--- src/rtl/axi_lat_monitor.sv ---
// ---------------------------------------------------------------------------
// axi_lat_monitor
//
// Passive latency monitor for one AXI channel pair. Snoops either the read
// path (AR -> R with rlast) or the write path (AW -> B), chosen by mode when
// start is pulsed. Every accepted request is timestamped in a per-ID table.
// A matching completion retires the entry and feeds min/max/sum latency
// statistics. Results stay stable in DONE until the next start.
//
// Optional feature: define LAT_HIST_EN to build a log2 latency histogram.
// Without it, hist is tied to zero.
//
// Ports
//   clk, reset_n          clock, synchronous active-low reset
//   start                 clear all statistics and arm (1-cycle pulse)
//   mode                  0 = read (AR/R), 1 = write (AW/B); sampled at start
//   num_request           completed responses expected before done
//   ar*/r*/aw*/b*         snooped handshakes and IDs (low ID_W bits used)
//   busy, done            ARMED or RUN / DONE state
//   req_cnt, rsp_cnt      accepted requests / completed responses (saturating)
//   total_cyc, first_cyc  first request -> last / first completing response
//   lat_min/max/sum       per-request latency statistics
//   overlap_err           sticky: request on an ID that is already outstanding
//   orphan_err            sticky: response on an ID with nothing outstanding
//   hist                  HIST_B x 32-bit bins, bin k at [32k +: 32]
// ---------------------------------------------------------------------------
module axi_lat_monitor #(
    parameter int ID_W   = 4,
    parameter int CNT_W  = 32,
    parameter int HIST_B = 8
) (
    input  logic                 clk,
    input  logic                 reset_n,
    input  logic                 start,
    input  logic                 mode,
    input  logic [31:0]          num_request,
    input  logic                 arvalid,
    input  logic                 arready,
    input  logic [11:0]          arid,
    input  logic                 rvalid,
    input  logic                 rready,
    input  logic                 rlast,
    input  logic [11:0]          rid,
    input  logic                 awvalid,
    input  logic                 awready,
    input  logic [11:0]          awid,
    input  logic                 bvalid,
    input  logic                 bready,
    input  logic [11:0]          bid,
    output logic                 busy,
    output logic                 done,
    output logic [31:0]          req_cnt,
    output logic [31:0]          rsp_cnt,
    output logic [CNT_W-1:0]     total_cyc,
    output logic [CNT_W-1:0]     first_cyc,
    output logic [CNT_W-1:0]     lat_min,
    output logic [CNT_W-1:0]     lat_max,
    output logic [63:0]          lat_sum,
    output logic                 overlap_err,
    output logic                 orphan_err,
    output logic [HIST_B*32-1:0] hist
);
    localparam int NUM_ID = 2 ** ID_W;

    typedef enum logic [1:0] {IDLE, ARMED, RUN, DONE} state_t;

    state_t             state, state_nxt;
    logic               mode_q;
    logic [CNT_W-1:0]   now;
    logic [CNT_W-1:0]   ts [NUM_ID];
    logic [NUM_ID-1:0]  vld, vld_ret, vld_nxt;
    logic               first_seen;

    logic               req_hs, rsp_hs;
    logic [ID_W-1:0]    req_id, rsp_id;
    logic               armed_go, live;
    logic               req_take, req_overlap, rsp_hit, rsp_orphan;
    logic [CNT_W-1:0]   lat;
    logic [31:0]        rsp_cnt_inc;

    // Upper ID bits are outside the monitored range.
    logic unused_id_bits;
    assign unused_id_bits = ^{arid[11:ID_W], rid[11:ID_W], awid[11:ID_W], bid[11:ID_W]};

    assign req_hs = mode_q ? (awvalid & awready) : (arvalid & arready);
    assign rsp_hs = mode_q ? (bvalid & bready)   : (rvalid & rready & rlast);
    assign req_id = mode_q ? awid[ID_W-1:0] : arid[ID_W-1:0];
    assign rsp_id = mode_q ? bid[ID_W-1:0]  : rid[ID_W-1:0];

    // An ARMED monitor with nothing to wait for drops straight to DONE, so it
    // neither records traffic nor flags errors on the way.
    assign armed_go    = (state == ARMED) && (num_request != '0);
    assign live        = (state == RUN) || armed_go;
    assign req_take    = req_hs && live;
    assign rsp_hit     = rsp_hs && (state == RUN) && vld[rsp_id];
    assign rsp_orphan  = rsp_hs && live && !rsp_hit;
    assign lat         = now - ts[rsp_id];
    assign rsp_cnt_inc = (rsp_cnt == '1) ? rsp_cnt : rsp_cnt + 32'd1;

    // A response retires its entry before a same-cycle request on that ID is
    // considered, so the pair counts as retire-then-install, not an overlap.
    always_comb begin
        // NOTE: every combinational output gets a default first so no path
        // leaves it unassigned and no latch is inferred.
        vld_ret = vld;
        if (rsp_hit) vld_ret[rsp_id] = 1'b0;
        vld_nxt = vld_ret;
        if (req_take) vld_nxt[req_id] = 1'b1;
    end
    assign req_overlap = req_take && vld_ret[req_id];

    always_comb begin
        state_nxt = state;
        if (start) begin
            state_nxt = ARMED;
        end else begin
            case (state)
                ARMED:   if (num_request == '0) state_nxt = DONE;
                         else if (req_hs)       state_nxt = RUN;
                RUN:     if (rsp_hit && rsp_cnt_inc >= num_request) state_nxt = DONE;
                default: state_nxt = state;
            endcase
        end
    end

    always_ff @(posedge clk) begin
        if (!reset_n) state <= IDLE;
        else          state <= state_nxt;
    end

    assign busy = (state == ARMED) || (state == RUN);
    assign done = (state == DONE);

    // NOTE: the timestamp table is deliberately not reset; vld guards every
    // read, so clearing the valid bits is enough and keeps the array as RAM.
    always_ff @(posedge clk) begin
        if (req_take && !req_overlap) ts[req_id] <= now;
    end

    always_ff @(posedge clk) begin
        // NOTE: sequential state uses non-blocking assignments so every
        // register samples the pre-edge values of its neighbours.
        if (!reset_n || start) begin
            mode_q      <= reset_n & mode;
            now         <= '0;
            vld         <= '0;
            first_seen  <= 1'b0;
            req_cnt     <= '0;
            rsp_cnt     <= '0;
            total_cyc   <= '0;
            first_cyc   <= '0;
            lat_min     <= '1;
            lat_max     <= '0;
            lat_sum     <= '0;
            overlap_err <= 1'b0;
            orphan_err  <= 1'b0;
        end else begin
            now <= now + 1'b1;
            vld <= vld_nxt;
            if (req_take && req_cnt != '1) req_cnt <= req_cnt + 32'd1;
            if (req_overlap) overlap_err <= 1'b1;
            if (rsp_orphan)  orphan_err  <= 1'b1;
            if (rsp_hit) begin
                rsp_cnt    <= rsp_cnt_inc;
                lat_sum    <= lat_sum + 64'(lat);
                first_seen <= 1'b1;
                if (lat < lat_min) lat_min <= lat;
                if (lat > lat_max) lat_max <= lat;
            end
            // Span starts on the first accepted request and runs through the
            // cycle of the final response; first_cyc freezes after the first.
            if ((state == RUN) || (armed_go && req_hs)) begin
                total_cyc <= total_cyc + 1'b1;
                if (!first_seen) first_cyc <= first_cyc + 1'b1;
            end
        end
    end

`ifdef LAT_HIST_EN
    localparam int BIN_W = (HIST_B > 1) ? $clog2(HIST_B) : 1;

    logic [31:0]      bins [HIST_B];
    logic [BIN_W-1:0] bin_idx;

    // Bin = floor(log2(lat)) clamped to the top bin; 0 and 1 land in bin 0.
    always_comb begin
        bin_idx = '0;
        for (int b = 1; b < CNT_W; b++) begin
            if (lat[b]) bin_idx = (b >= HIST_B - 1) ? BIN_W'(HIST_B - 1) : BIN_W'(b);
        end
    end

    always_ff @(posedge clk) begin
        if (!reset_n || start) begin
            for (int k = 0; k < HIST_B; k++) bins[k] <= '0;
        end else if (rsp_hit && bins[bin_idx] != '1) begin
            bins[bin_idx] <= bins[bin_idx] + 32'd1;
        end
    end

    for (genvar g = 0; g < HIST_B; g++) begin : g_hist
        assign hist[32*g +: 32] = bins[g];
    end
`else
    assign hist = '0;
`endif

endmodule

--- config.mk ---
export PLATFORM = sky130hd
export DESIGN_NAME = axi_lat_monitor
export DESIGN_NICKNAME = d
export VERILOG_FILES = /design/src/rtl/axi_lat_monitor.sv
export SDC_FILE = /design/constraint.sdc
export NUM_CORES = 1
export LEC_CHECK = 0
export BUFFER_PORTS_ARGS = -buffer_cell sky130_fd_sc_hd__buf_2
export CAP_MARGIN = 40
export CORE_MARGIN = 2
export CORE_UTILIZATION = 45
export DETAILED_ROUTE_END_ITERATION = 8
export PLACE_DENSITY = 0.78
export SYNTH_ARGS = -nofsm -noshare
export SYNTH_HDL_FRONTEND = slang
export SYNTH_SLANG_ARGS = --single-unit
--- constraint.sdc ---
create_clock -name clk -period 7.47 [get_ports clk]
set_input_delay 0.747 -clock clk [delete_from_list [all_inputs] [get_ports clk]]
set_output_delay 0.747 -clock clk [all_outputs]
set_load 0.1 [all_outputs]
# After elaboration in Yosys (flattened, before gate mapping)
# Memories as Yosys holds them, arrays and structs flattened.
# Index checks and enable logic that the tools add are counted.
[op_classes]
add_sub_neg = 7
n_lt_le_gt_ge = 7
eq_ne = 9
muxes = 22
bitwise = 11
n_reduce_logical = 30
[op_table]
columns = ["operator", "n"]
rows = [
  ["adder 32 x 1 -> 32 bit (second input constant)", 5],
  ["adder 64 x 32 -> 64 bit", 1],
  ["equality test 32 bit (second input constant)", 1],
  ["greater-or-equal comparator 32 bit", 1],
  ["> comparator 32 bit", 1],
  ["logical NOT 32 bit", 1],
  ["less-than comparator 32 bit", 1],
  ["2-to-1 mux 16 bit", 2],
  ["2-to-1 mux 32 bit", 1],
  ["!= test 32 bit (second input constant)", 1],
  ["nonzero test 32 bit", 1],
  ["subtractor 32 bit", 1],
  ["AND 16 bit", 1],
  ["inverter 16 bit", 1],
  ["OR 16 bit", 1],
  ["logical AND 1 bit", 13],
  ["less-than comparator 4 x 5 -> 1 bit (second input constant)", 2],
  ["2-to-1 mux 1 bit", 9],
  ["binary-select mux 1 bit (select 4 bit)", 2],
  ["demux 1 bit (select 4 bit)", 2],
  ["greater-or-equal comparator 4 x 1 -> 1 bit (second input constant)", 2],
  ["2-to-1 mux 4 bit", 2],
  ["AND 1 bit", 6],
  ["2-to-1 mux 2 bit", 3],
  ["other kinds (14)", 25],
]
[totals]
reg_bits = 310
ramBits = 512
inputBits = 93
output_inout_bits = 516
wordCells = 102
mem_count = 1
[mem_list]
columns = ["memory", "words", "word_bits", "rd", "rd_ports_with_merged_regs", "wr", "line_no", "text"]
rows = [
  ["ts", 16, 32, 1, 0, 1, "70", "logic [CNT_W-1:0] ts [NUM_ID];"],
]

# Longest topological paths before layout
# Gate-level depths: netlist (run 1).
[depth]
word_depth = 15
depth_mapped = 30
mapped_depth_nobuf = 24

# Worst setup path after synthesis (run 1)
# No wires, ideal clock.
[synth_path]
path_kind = "input-to-reg"
from = "input bid[1]"
to = "register lat_sum[57]"
setup_time_ns = 0.070
arrival_ns = 7.509
required_time_ns = 7.400
path_slack_ns = -0.110
cell_stages = 27
n_path_buf = 5
cell_sequence = "mux2i_1 buf_2 buf_1 buf_2 mux4_2 o221ai_1 ha_1 nor2b_1 o31ai_1 a21oi_1 o41ai_2 nor3_1 or4_1 a21o_1 and2_1 ha_1 clkbuf_1 nand2_1 nor2_1 o21ai_0 a21oi_1 o31ai_1 o21ai_0 or3b_1 clkbuf_1 or3_1 a21oi_1"
[synth_via]
elab_chain_len = 4
word_cells_on_any_way = 7
cone_classes = "add/sub: 2; mux: 3; reduce/logical: 1; memory: 1"
[synth_rtl]
columns = ["item", "line_no", "text"]
rows = [
  ["start: declaration", "49", "input logic [11:0] bid,"],
  ["2-to-1 mux 4 bit", "88", "assign rsp_id = mode_q ? bid[ID_W-1:0] : rid[ID_W-1:0];"],
  ["memory read (16 x 32 bit)", "--", ""],
  ["subtractor 32 bit", "97", "assign lat = now - ts[rsp_id];"],
  ["net lat[22]", "78", "logic [CNT_W-1:0] lat;"],
  ["adder 64 x 32 -> 64 bit", "165", "lat_sum <= lat_sum + 64'(lat);"],
  ["end signal: assignment", "165", ""],
  ["end: declaration", "58", "output logic [63:0] lat_sum,"],
]
# The timed path passes the listed nets, and every way through them passes these cells. The select of a mux whose other input is x is not followed.
# A chain may end at the register's enable or synchronous reset.

# Final worst setup path (run 1)
[layout_path]
from = "register mode_q"
to = "register lat_sum[61]"
[layout_via]
elab_chain_len = 4
word_cells_on_any_way = 9
cone_classes = "add/sub: 2; mux: 4; reduce/logical: 2; memory: 1"
[layout_rtl]
columns = ["item", "line_no", "text"]
rows = [
  ["start: declaration", "68", "logic mode_q;"],
  ["start signal: assignment", "144", "mode_q <= reset_n & mode;"],
  ["2-to-1 mux 4 bit", "88", ""],
  ["memory read (16 x 32 bit)", "--", ""],
  ["subtractor 32 bit", "97", ""],
  ["net lat[19]", "78", ""],
  ["adder 64 x 32 -> 64 bit", "165", ""],
]
# The timed path passes the listed nets, and every way through them passes these cells. The select of a mux whose other input is x is not followed.

==> impl_results.md, run 1 <==
* Total GRT Usage at around a quarter
* Synth unique cells at between 90 and 100
* EDFF count, synth at 513
* Tcrit/Tclk final at 95.84%
* Gate Count Post-Synth at 3499
* YS warnings at 0
* Seq pwr share at 45.6%
* Drt pass-1 iters at 6
* Hold slack at 0.3402 ns
* CP Max Fanout at 20
* Power per cell area at 226.1 nW/um2
* Initial antenna violation count at 6
* Clk pin slew, worst setup/hold paths at 0.06 ns
* Root Driver: clkbuf_16
* Worst Skew at 0.03828 ns
* Worst Tran Pin Value at 0.9228 ns
* Clock power share at roughly two fifths
* Fillers at 7404
* Layout net count at 4196
* Leak pwr at 17.62 nW
* Max-Cap Viols at 0
* Antenna viol nets, final at 0
* Minimum clock period at roughly 7.2 ns
* Max Freq at between 100 and 150 MHz
* Die footprint at around 93000 um2
* Max_slew headroom at 38.48%
* Pin count of the biggest net entering global routing at between 100 and 150
* Most used cell, CP: buf_4
* Net Switching at 2.983 mW
* H-tree depth at 3
* Worst Setup Path Type: reg2reg
* CP startpoint kind: flop
* CTS tree: yes
* Crit-path slowest cell: mux4_2
* Switching Share at 28.36%
* Avg Cell Area, Syn at 11.59 um2
* Cell-internal power at roughly 7.5 mW
* Avg Vias per Cell at 5.641
* Required time worst endpoint at 8.05 ns
* Count leader, synth: edfxtp_1
* Cts bufs inserted at 79
* Hold Path Class: in2reg
* Post-synth top cells: edfxtp_1, dfxtp_1, nand2_1
* Placer Congestion at between 0.9 and 1
* Placed cell count at 5023
* Peak supply drop at approximately 0.18 mV
* CP arrival at 7.74 ns
* Status: finished clean
* P&R area growth vs syn at 14.70%
* Initial drt markers at a little under 3000
* Core Rows at 110
* Top_reg_cell synth: edfxtp_1
* Die Span Y at 304.2 um
* Boundary pin count at 609
* Slowest stage delay, CP at 0.54 ns
* Ranking of synthesized cells by area: edfxtp_1, dfxtp_1, mux4_2, ha_1, buf_4
* Asr flop ratio synth at 0%
* Register area share after synthesis at between 50% and 60%
* CORE AREA at around 90000 um2
* Dpl cell area at ~44000 um2
* Die extent in x at 304.2 um
* Storage element area at 21590 um2
* Yosys top cell area share at 37.98%
* Global-route wire length before repair at 167.6 mm
* Max-slew violation count at 0
* Share of layout cells above drive strength 1 at 19.89%
* CTS sink cnt at 822
* Post-DP HPWL at between 70 and 80 mm
* Vias in the first global route at 27960
* Post-route cell area at 46520 um2
* GRT overflow at 0
* Routed length per instance at 21.66 um
* Post-synth top area cell: edfxtp_1
* Setup Viol. Count Final at 0
* Crit end category: flop
* Combinational share of power at between 15 and 20%
* Final wirelength at 112.1 mm
* #FFs+latches synth at 822
* Post-Layout Cell Count at just over 5000
* Port bufs at 320
* Hold Vio Cnt, Final at 0
* Bufs on Longest Clock Path at 3
* Finished Core Util at 51.92%
* Vias at 29190
* Clk Latency, worst-skew pair at around 0.67 ns
* Synth Cell Area at 40560 um2
* Footprint of the multi-input gates at about 17000 um2
* Initial Util at approximately 45%
* DRC violations left at 0
-- routing by layer --
layer  GRT usage [%]  share of wire, %  vias to the layer above
met3           4.443               7.8                      221
met5               0             0.021                        -
met4           10.14               4.2                        4
met1           28.17                38                    14320
met2           40.77                50                     1361
li1                -                 -                    13290
-- cell usage in the layout, fill, tap and decap left out, types with 13 or more instances in the layout --
master / instances
a22o_1: 23
dfxtp_1: 309
buf_2: 320
o31ai_1: 22
ha_1: 169
buf_4: 138
or3_1: 38
buf_12: 14
or4_1: 20
mux4_2: 128
clkbuf_16: 80
xor2_1: 116
edfxtp_1: 513
o21a_1: 20
o21ai_0: 100
nor3_1: 36
nand2b_1: 16
nor2_1: 271
a211oi_1: 20
a221oi_1: 18
conb_1: 256
nor4_1: 15
and3_1: 39
nand3_1: 117
a21oi_1: 179
nor2_4: 13
and2_1: 21
nand2_1: 305
inv_1: 137
a21o_1: 52
o211ai_1: 34
xnor2_1: 88
and4_1: 22
clkbuf_1: 17
nand4_1: 62
nor2b_1: 17
-- state kept, by name (all words and copies together), names as in the netlist --
register and count:
vld 16, overlap_err 1, orphan_err 1, now 32
mode_q 1, lat_min 32, req_cnt 32, ts 512
lat_sum 64, state 2, first_cyc 32, first_seen 1
lat_max 32, rsp_cnt 32, total_cyc 32
-- worst paths after layout --
| check | start | endpoint | slack [ns] | cells past startpoint |
|---|---|---|---|---|
| max reg2reg | mode_q$_DFFE_PP_ | lat_sum[61]$_SDFFE_PP0P_ | 0.31 | 26 |
| min | reset_n | state[0]$_SDFFE_PN0P_ | 0.34 | 2 |
| max | mode_q$_DFFE_PP_ | lat_sum[61]$_SDFFE_PP0P_ | 0.31 | 26 |
| min reg2reg | lat_sum[9]$_SDFFE_PP0P_ | lat_sum[9]$_SDFFE_PP0P_ | 0.48 | 2 |
-- repair_timing --
action	in CTS	in global routing
gates resized for setup	3	14
pin swaps	0	1
endpoints found under the setup margin	4	44
hold buffers	0	0
setup buffers	0	2
hold endpoints to repair	0	0
gates cloned	0	1
-- area by class of cell --
class / count / share of cell area (%)
Antenna cell: 3 / 0.01614
Clock buffer: 106 / 4.650
Clock inverter: 40 / 1.092
Inverter: 139 / 1.138
Multi-Input combinational cell: 2413 / 37.06
Sequential cell: 822 / 46.41
Tap cell: 1176 / 3.163
Timing Repair Buffer: 476 / 6.468
-- stage by stage --
stage / total power [mW] / TNS, ns / worst slack (ns)
2_1_floorplan: 6.211 / 0 / 0.1318
3_3_place_gp: 6.429 / -1.703 / -0.3461
3_5_place_dp: 6.454 / -3.495 / -0.5052
4_1_cts: 10.54 / 0 / 0.08392
5_1_grt: 10.82 / -0.00008082 / -0.00008082
6_report: 10.52 / 0 / 0.3108
-- cells by family after synthesis --
group                    synth area share [%]
multiplexers                            7.435
XOR/XNOR                                4.449
other                                0.009246
AO/OA/AOI/OAI                           10.08
buffers and inverters                   7.244
AND/OR/NAND/NOR                         12.21
flip-flops                              53.23
adder cells (fa/ha/maj)                 5.343
-- critical path, delay by kind of cell, from the launching register on --
kind	cells	cell delay, ns
xor+xnor	1	0.38
flops	1	0.46
simple gates	5	1.61
fa+ha+maj	2	0.47
buf+inv	4	0.82
compound gates	12	2.47
mux	2	0.84
-- power by group through the flow --
stage | registers (mW) | logic [mW] | clock network, mW
finish | 4.79 | 1.60 | 4.13
global route | 4.79 | 1.69 | 4.34
CTS | 4.79 | 1.58 | 4.17
detailed placement | 4.89 | 1.56 | 0
global placement | 4.89 | 1.54 | 0
floorplan | 4.89 | 1.32 | 0
(Power assumes the default switching activity.)
==> run 2, diff against run 1 <==
- RECOVER_POWER: unset -> 25
==> run 2 against run 1 <==
Net effect: power hardly changed; maximum frequency grew 0.35%; final area barely moved; global-route usage unchanged; count of clock-buffer cells in the layout stayed put; first-iteration DRC count grew 6.9%; worst setup slack better by 0.025 ns; largest power group unchanged.
==> impl_results.md, run 2 (synthesis results as in run 1) <==
* Cell-internal power at 7.535 mW
* Power per cell area at 226.1 nW/um2
* Reg-to-reg startpoint: mode_q$_DFFE_PP_
* Largest regs: ts x512, lat_sum x64
* Required time worst endpoint at roughly 8 ns
* CP arrival at 7.71 ns
* Seq pwr share at 45.6%
* WP buf/inv at 5
* Clock power share at 39.2%
* Most common cell after layout, fill and taps aside: edfxtp_1
* DRC violations left at 0
* Initial Util at 45.27%
* Worst Skew at ~0.038 ns
* Net Switching at 2.979 mW
* Tcrit/Tclk final at 95.50%
* Slowest stage delay, CP at 0.54 ns
* Bufs on Longest Clock Path at 3
* Minimum clock period at roughly 7.1 ns
* CP startpoint kind: flop
* Worst Setup Path Type: reg2reg
* Global-route wire length before repair at 167.6 mm
* Worst setup margin at 0.3358 ns
* CP Max Fanout at 40
* Most used cell, CP: buf_4
* Most frequent cells in the layout: edfxtp_1, buf_2, dfxtp_1
* Largest register FFs at approximately 510
* Antenna viol nets, final at 0
* Initial antenna violation count at 6
* Cts bufs inserted at between 70 and 80
* Crit end category: flop
* CP startpoint: mode_q$_DFFE_PP_
* Root Driver: clkbuf_16
* Max Freq at roughly 140 MHz
* Core Rows at 110
* Clk pin slew, worst setup/hold paths at 0.06 ns
* Pre-CTS WS at -0.5052 ns
* Placer Congestion at 0.9490
* Pin count of the biggest net entering global routing at 133
* Total GRT Usage at 23.36%
* H-tree depth at 3
* Vias at 29220
* Switching Share at 28.34%
* Setup Viol. Count Final at 0
* P&R area growth vs syn at 14.68%
* Die extent in x at 304.2 um
* Die footprint at around 93000 um2
* Initial drt markers at about 3100
* Crit path max-delay family: compound AO/OA/AOI/OAI gates
* Worst hold path startpoint: reset_n
* Max_slew headroom at 37.89%
* Worst reg2reg setup slack at 0.34 ns
* Leak pwr at 17.62 nW
* Peak supply drop at around 0.18 mV
* Layout net count at approximately 4200
* Vias in the first global route at 27960
* Post-DP HPWL at a little under 80 mm
* Clk Latency, worst-skew pair at 0.67 ns
* CTS tree: yes
* Avg Vias per Cell at 5.646
* Worst Tran Pin Value at 0.9316 ns
* Boundary pin count at 609
* Crit-path slowest cell: or4_1
* GRT overflow at 0
* Max-slew violation count at 0
* Biggest register: ts
* Port bufs at 320
* Share of layout cells above drive strength 1 at between 15 and 20%
* Combinational share of power at between 10% and 20%
* CORE AREA at approximately 90000 um2
* CTS Hold Bufs at 0
* Die Span Y at 304.2 um
* Max-Cap Viols at 0
* Hold Vio Cnt, Final at 0
* Hold Path Class: in2reg
* Routed length per instance at 21.66 um
* Finished Core Util at between 50% and 60%
* Drt pass-1 iters at 6
* CTS sink cnt at 822
* Final wirelength at 112.1 mm
* Status: finished clean
## run 2: changes by cell type in the layout (fill, tap and decap cells not counted), sizes merged
cell / delta
clkbuf: +2
buf: -2
## run 2: through the flow
stage	area [um2]	power (mW)	setup TNS [ns]	hold WS, ns	cells
2_1_floorplan	41520	6.211	0	0.4447	3754
3_3_place_gp	43590	6.429	-1.703	0.4572	5017
3_5_place_dp	43710	6.454	-3.495	0.4635	5023
4_1_cts	46400	10.54	0	0.3011	5169
5_1_grt	46510	10.82	-0.00008082	0.3345	5175
6_report	46510	10.51	0	0.3427	5175
## run 2: power groups by stage
| stage | Sequential (mW) | Clock (mW) | Combinational (mW) |
|---|---|---|---|
| CTS | 4.79 | 4.17 | 1.58 |
| global route | 4.79 | 4.34 | 1.69 |
| global placement | 4.89 | 0 | 1.54 |
| finish | 4.79 | 4.12 | 1.60 |
| detailed placement | 4.89 | 0 | 1.56 |
| floorplan | 4.89 | 0 | 1.32 |
## run 2: per-layer routing
metal  share of wire (%)  global-route usage, %
met1                  38                  28.17
met2                  50                  40.77
met3                 7.5                  4.443
met4                 4.3                  10.14
met5               0.021                      0
## run 2: layout make-up
type / count / area (um2)
Antenna cell: 3 / 7.507
Clock buffer: 106 / 2163
Clock inverter: 40 / 508.0
Fill cell: 7406 / 43090
Inverter: 139 / 529.3
Multi-Input combinational cell: 2413 / 17240
Sequential cell: 822 / 21590
Tap cell: 1176 / 1471
Timing Repair Buffer: 476 / 3002
## run 2: repair_timing
item                                    4_1_cts  5_1_grt
endpoints found under the setup margin        4       44
cloned                                        0        1
setup buffers                                 0        2
pin swaps                                     0        1
resized for setup                             3       14
## run 2: worst paths after layout
check,end,depth (start not counted)
setup / recovery,lat_sum[61]$_SDFFE_PP0P_,26
hold reg to reg,lat_sum[9]$_SDFFE_PP0P_,2
setup reg to reg,lat_sum[61]$_SDFFE_PP0P_,26
hold / removal,state[0]$_SDFFE_PN0P_,2
